--- config.mk ---
export PLATFORM = sky130hd
export DESIGN_NAME = dipsw_debounce
export DESIGN_NICKNAME = d
export VERILOG_FILES = /design/src/rtl/dipsw_debounce.sv
export SDC_FILE = /design/constraint.sdc
export NUM_CORES = 1
export LEC_CHECK = 0
export BUFFER_PORTS_ARGS = -buffer_cell sky130_fd_sc_hd__buf_4
export CAP_MARGIN = 15
export CORE_ASPECT_RATIO = 0.9
export CORE_MARGIN = 4
export CORE_UTILIZATION = 63
export CTS_CLUSTER_DIAMETER = 60
export DETAILED_ROUTE_END_ITERATION = 8
export GPL_TIMING_DRIVEN = 0
export PLACE_DENSITY = 0.84
export SYNTH_ARGS = -nofsm -noshare
export SYNTH_HDL_FRONTEND = slang
export SYNTH_SLANG_ARGS = --single-unit
--- constraint.sdc ---
create_clock -name clk_50M -period 4.7 [get_ports clk_50M]
set_input_delay 0.47 -clock clk_50M [delete_from_list [all_inputs] [get_ports clk_50M]]
set_output_delay 0.47 -clock clk_50M [all_outputs]
set_load 0.02 [all_outputs]
--- src/rtl/dipsw_debounce.sv ---
// ============================================================================
//  Module      : dipsw_debounce
//  Description : Input conditioner for the DIP switch bank. Each switch bit
//                passes through a 2-flop synchroniser into clk_50M. It is
//                then debounced on a shared sample tick. The block publishes
//                a stable switch word and a valid/ready change-event stream
//                that carries the mask of bits flipped since the last
//                accepted event.
//  Ports       : clk_50M    in   system clock
//                resetn     in   asynchronous active-low reset
//                dip_sw_raw in   raw switch levels (asynchronous)
//                sw_stable  out  debounced switch word
//                chg_valid  out  change event pending (|chg_mask)
//                chg_ready  in   consumer accepts the pending event
//                chg_mask   out  bits flipped since last accepted event
//                irq        out  change interrupt
//  Config      : DIPSW_IRQ_EN - when defined, irq is chg_valid delayed by
//                one cycle; otherwise irq is tied to 0.
//  Revision    : 1.0 - initial release
// ============================================================================
`default_nettype none

module dipsw_debounce #(
    parameter int               WIDTH        = 32,
    parameter int               TICK_DIV     = 50000,
    parameter int               STABLE_TICKS = 4,
    parameter logic [WIDTH-1:0] RESET_VAL    = '0
) (
    input  logic             clk_50M,
    input  logic             resetn,
    input  logic [WIDTH-1:0] dip_sw_raw,
    output logic [WIDTH-1:0] sw_stable,
    output logic             chg_valid,
    input  logic             chg_ready,
    output logic [WIDTH-1:0] chg_mask,
    output logic             irq
);

    localparam int TICK_W = (TICK_DIV > 1) ? $clog2(TICK_DIV) : 1;
    localparam int CNT_W  = (STABLE_TICKS > 0) ? $clog2(STABLE_TICKS + 1) : 1;

    localparam logic [TICK_W-1:0] c_tick_last = TICK_W'(TICK_DIV - 1);
    localparam logic [CNT_W-1:0]  c_cnt_last  = CNT_W'(STABLE_TICKS - 1);

    logic [WIDTH-1:0]  r_sync1;
    logic [WIDTH-1:0]  r_sync2;
    logic [TICK_W-1:0] r_tick_cnt;
    logic              w_tick;
    logic [WIDTH-1:0]  r_stable;
    logic [WIDTH-1:0]  w_flip;
    logic [WIDTH-1:0]  r_mask;
    logic [WIDTH-1:0]  w_mask_nxt;
    logic              w_accept;

    // ------------------------------------------------------------------
    // Two-flop synchroniser.
    // ------------------------------------------------------------------
    always_ff @(posedge clk_50M or negedge resetn) begin
        if (!resetn) begin
            r_sync1 <= '0;
            r_sync2 <= '0;
        end else begin
            r_sync1 <= dip_sw_raw;
            r_sync2 <= r_sync1;
        end
    end

    // ------------------------------------------------------------------
    // Shared sample tick: one cycle in every TICK_DIV.
    // ------------------------------------------------------------------
    assign w_tick = (r_tick_cnt == c_tick_last);

    always_ff @(posedge clk_50M or negedge resetn) begin
        if (!resetn) begin
            r_tick_cnt <= '0;
        end else if (w_tick) begin
            r_tick_cnt <= '0;
        end else begin
            r_tick_cnt <= r_tick_cnt + 1'b1;
        end
    end

    // ------------------------------------------------------------------
    // Per-bit debounce counters. A counter advances only on ticks where
    // the synchronised level differs from the published level. Any
    // agreeing tick clears it, so short glitches never accumulate.
    // ------------------------------------------------------------------
    for (genvar i = 0; i < WIDTH; i++) begin : g_bit
        logic [CNT_W-1:0] r_cnt;
        logic             w_diff;

        assign w_diff    = r_sync2[i] ^ r_stable[i];
        assign w_flip[i] = w_tick & w_diff & (r_cnt == c_cnt_last);

        always_ff @(posedge clk_50M or negedge resetn) begin
            if (!resetn) begin
                r_cnt <= '0;
            end else if (w_tick) begin
                if (!w_diff || (r_cnt == c_cnt_last)) begin
                    r_cnt <= '0;
                end else begin
                    r_cnt <= r_cnt + 1'b1;
                end
            end
        end
    end

    always_ff @(posedge clk_50M or negedge resetn) begin
        if (!resetn) begin
            r_stable <= RESET_VAL;
        end else begin
            r_stable <= r_stable ^ w_flip;
        end
    end

    // ------------------------------------------------------------------
    // Change-event mask. An accept clears the old mask, but a flip that
    // lands in the same cycle is OR-ed back in, so it is never lost.
    // chg_valid is decoded from the mask register alone, which leaves no
    // combinational path from chg_ready.
    // ------------------------------------------------------------------
    assign w_accept   = chg_valid & chg_ready;
    assign w_mask_nxt = (w_accept ? '0 : r_mask) | w_flip;

    always_ff @(posedge clk_50M or negedge resetn) begin
        if (!resetn) begin
            r_mask <= '0;
        end else begin
            r_mask <= w_mask_nxt;
        end
    end

    assign sw_stable = r_stable;
    assign chg_mask  = r_mask;
    assign chg_valid = |r_mask;

`ifdef DIPSW_IRQ_EN
    logic r_irq;

    always_ff @(posedge clk_50M or negedge resetn) begin
        if (!resetn) begin
            r_irq <= 1'b0;
        end else begin
            r_irq <= chg_valid;
        end
    end

    assign irq = r_irq;
`else
    assign irq = 1'b0;
`endif

endmodule

`default_nettype wire

==> qor.yml <==
power_density_nw_per_um2: 347
grt_max_degree: 129
gp_congestion: 0.803
rows: 43
clkLatencyLatePin_ns: 0.51
crit_buf_inv: 1
hold_viol: 0
path_class: "reg -> out"
core-area_um2: 15400
post-place-ws_ns: 2.13
cp_data_required_time_ns: 4.23
wl_per_cell_um: 17.4
drive_above_1_share_pct: 18.6
grt_usage_pct: 23.8
critPathMaxStageDelay_ns: 0.46
ir_worst_vdd_uv: 268
dieArea_um2: 17900
crit_slowest_cell: "nor4_1"
die_h_um: 127
fin_ws_ns: 1.96
io_buffer_count: 99
start_util_pct: 64.5
rsz0062_at_grt: "no"
worstPathMaxFanout: 3
power_leakage_nw: 6.11
dp.cells: 1151
grt_pass1_vias: 7190
dieWidth_um: 141
min_path_type: "in -> async"
cts_inserted_buffers: 24
tightestPinTransition_ns: 0.834
synth_nets: 949
nNetsFinal: 1075
crit_chain: "nor4_1 > nand4_1 > or2_2 > buf_4"
drt_iter0_drc: 457
reg2reg_from: "r_tick_cnt[11]"
max_cap_violations: 0
fin_crit_sh_pct: 58.2
r2r_slack_ns: 2.08
pin_count: 101
p_total_w: 0.00409
max_slew_margin_pct: 44.4
grt_pass1_wl_um: 34900
outcome: "completed"
synth_area_um2: 9970
cts_max_level: 1
wirelength_um: 20800
cp-end-kind: "primary output"
firstDrtPassIters: 5
postLayoutCellArea_um2: 11800
clockBufferDepth: 3
antenna_found_initial: 0
drc: 0
area_delta_synth_final_pct: 18.2
fin_cells: 1194
cts_tree: "yes"
ant_nets: 0
max_clock_freq_mhz: 365
period_needed_ns: 2.74
postSynthAreaPerCell_um2: 11.7
reg2reg_depth: 5
ys_seq_area_share_pct: 60.3
crit_family: "simple AND/OR/NAND/NOR gates"
setup_viol: 0
synth.distinct_cells: 31
overflow: 0
vias: 6859
clock_sinks: 240
finalSetupTns_ns: 0
fin_skew_ns: 0.0155
ys_warn_count: 0
post_dp_cell_area_um2: 11000
cts_setup_buffers: 0
post_drt_via_cell_ratio: 5.74
post_cts_resize_count: 0
clockRootBuffer: "clkbuf_16"
path_clk_slew_ns: 0.06
r2r-end: "g_bit[19].r_cnt[2]"
cp.arrival_ns: 2.27
ys_ff_latch: 240
cp-start-kind: "register"
postCtsHoldBufs: 0
drv_slew: 0
synthCells: 849
dpl.hpwl_um: 13700
[worst reg2reg max path: stages (launching register included)]
cell	delay [ns]
dfrtp_1	0.41
or4_1	0.53
nor4_1	0.54
buf_2	0.37
clkbuf_1	0.51
o21ai_1	0.13
[state kept, by name, summed over array words and instances (netlist names)]
name,count
r_sync2,32
chg_mask,32
r_sync1,32
sw_stable,32
g_bit.r_cnt,96
r_tick_cnt,16
[synthesized netlist by cell type]
cell	instances	area share, %
or4_4	3	0.34
ha_1	65	8.2
nor3_1	3	0.15
nand4_1	5	0.31
a21o_1	32	2.4
o21ai_2	2	0.18
nor2_1	40	1.5
or2_2	1	0.063
o22ai_1	32	2.0
xnor2_1	37	3.3
mux2_2	23	2.6
nand4b_1	2	0.18
o21ai_1	27	1.4
or4_1	34	2.6
nor2b_1	1	0.063
nand4bb_1	1	0.11
xor2_1	6	0.53
a21oi_1	1	0.050
nor4_1	42	2.6
buf_2	14	0.70
conb_1	1	0.038
nand2_1	98	3.7
buf_6	4	0.45
inv_1	67	2.5
nand3_1	40	2.0
clkbuf_1	11	0.41
mux2_1	9	1.0
o21ai_0	6	0.30
or3_1	1	0.063
dfrtp_1	240	60
buf_4	1	0.075
[how the worst max path moves through the flow]
stage	start	end	depth (start not counted)
2_1_floorplan	r_tick_cnt[7]	g_bit[0].r_cnt[2]	5
3_3_place_gp	resetn	r_sync1[11]	1
3_5_place_dp	r_tick_cnt[11]	g_bit[9].r_cnt[2]	5
4_1_cts	chg_mask[17]	chg_valid	4
5_1_grt	r_tick_cnt[11]	g_bit[9].r_cnt[2]	5
6_report	chg_mask[25]	chg_valid	4
[power by group]
group	switching [W]	internal [W]	total [W]
Combinational	0.0000690	0.0000345	0.000104
Clock	0.000768	0.00111	0.00188
Sequential	0.0000141	0.00209	0.00211
Total	0.000851	0.00324	0.00409
[per-layer routing]
metal | part of all wire [%] | vias up | track usage [%]
li1 | - | 3208 | -
met1 | 43 | 3427 | 32.4
met2 | 49 | 180 | 40.0
met3 | 5.6 | 44 | 4.34
met4 | 2.4 | 0 | 6.67
met5 | 0 | - | 0
[cell families after synthesis]
kind of cell,Yosys count,synth area share (%)
and+or+nand+nor,271,13.7
DFF,240,60.3
AOI/OAI and AO/OA,100,6.30
buffers and inverters,97,4.17
adders and majority gates,65,8.16
xor gates and xnor gates,43,3.78
muxes,32,3.62
other,1,0.0376
[stage by stage]
| step | util (%) | hold WS (ns) |
|---|---|---|
| 2_1_floorplan | - | 0.174 |
| 4_1_cts | 76.3 | 0.0518 |
| 5_1_grt | 76.3 | 0.0495 |
| 3_3_place_gp | 71.0 | 0.333 |
| 6_report | 76.3 | 0.0281 |
| 3_5_place_dp | 71.2 | 0.335 |
[cells in the final DEF, fill, tap and decap left out]
cell type,netlist,final
conb_1,1,1
o21ai_2,2,2
xnor2_1,37,37
mux2_2,23,23
or4_1,34,34
ha_1,65,65
or3_1,1,1
clkbuf_1,11,17
buf_16,0,1
nand2_1,98,98
diode_2,0,1
buf_8,0,1
nand3_1,40,40
nand4_1,5,5
nor3_1,3,3
nor4_1,42,42
nand4b_1,2,2
bufinv_16,0,1
clkinv_8,0,1
dfrtp_1,240,240
buf_2,14,14
nor2_1,40,40
or2_2,1,1
buf_4,1,99
inv_1,67,67
o22ai_1,32,32
a21o_1,32,32
nor2b_1,1,1
xor2_1,6,6
o21ai_0,6,6
a21oi_1,1,1
clkbuf_16,0,25
clkbuf_8,0,5
clkinv_2,0,4
or4_4,3,3
mux2_1,9,9
o21ai_1,27,27
buf_6,4,4
nand4bb_1,1,1
[cell type report]
type                            instances  area (um2)
Sequential cell                       240        6010
Fill cell                            1006        3660
Multi-Input combinational cell        512        3550
Timing Repair Buffer                  100         778
Clock buffer                           36         717
Tap cell                              202         253
Inverter                               67         251
Buffer                                 30         164
Clock inverter                          6        66.3
Antenna cell                            1        2.50
Power figures use the tool's default switching activity.
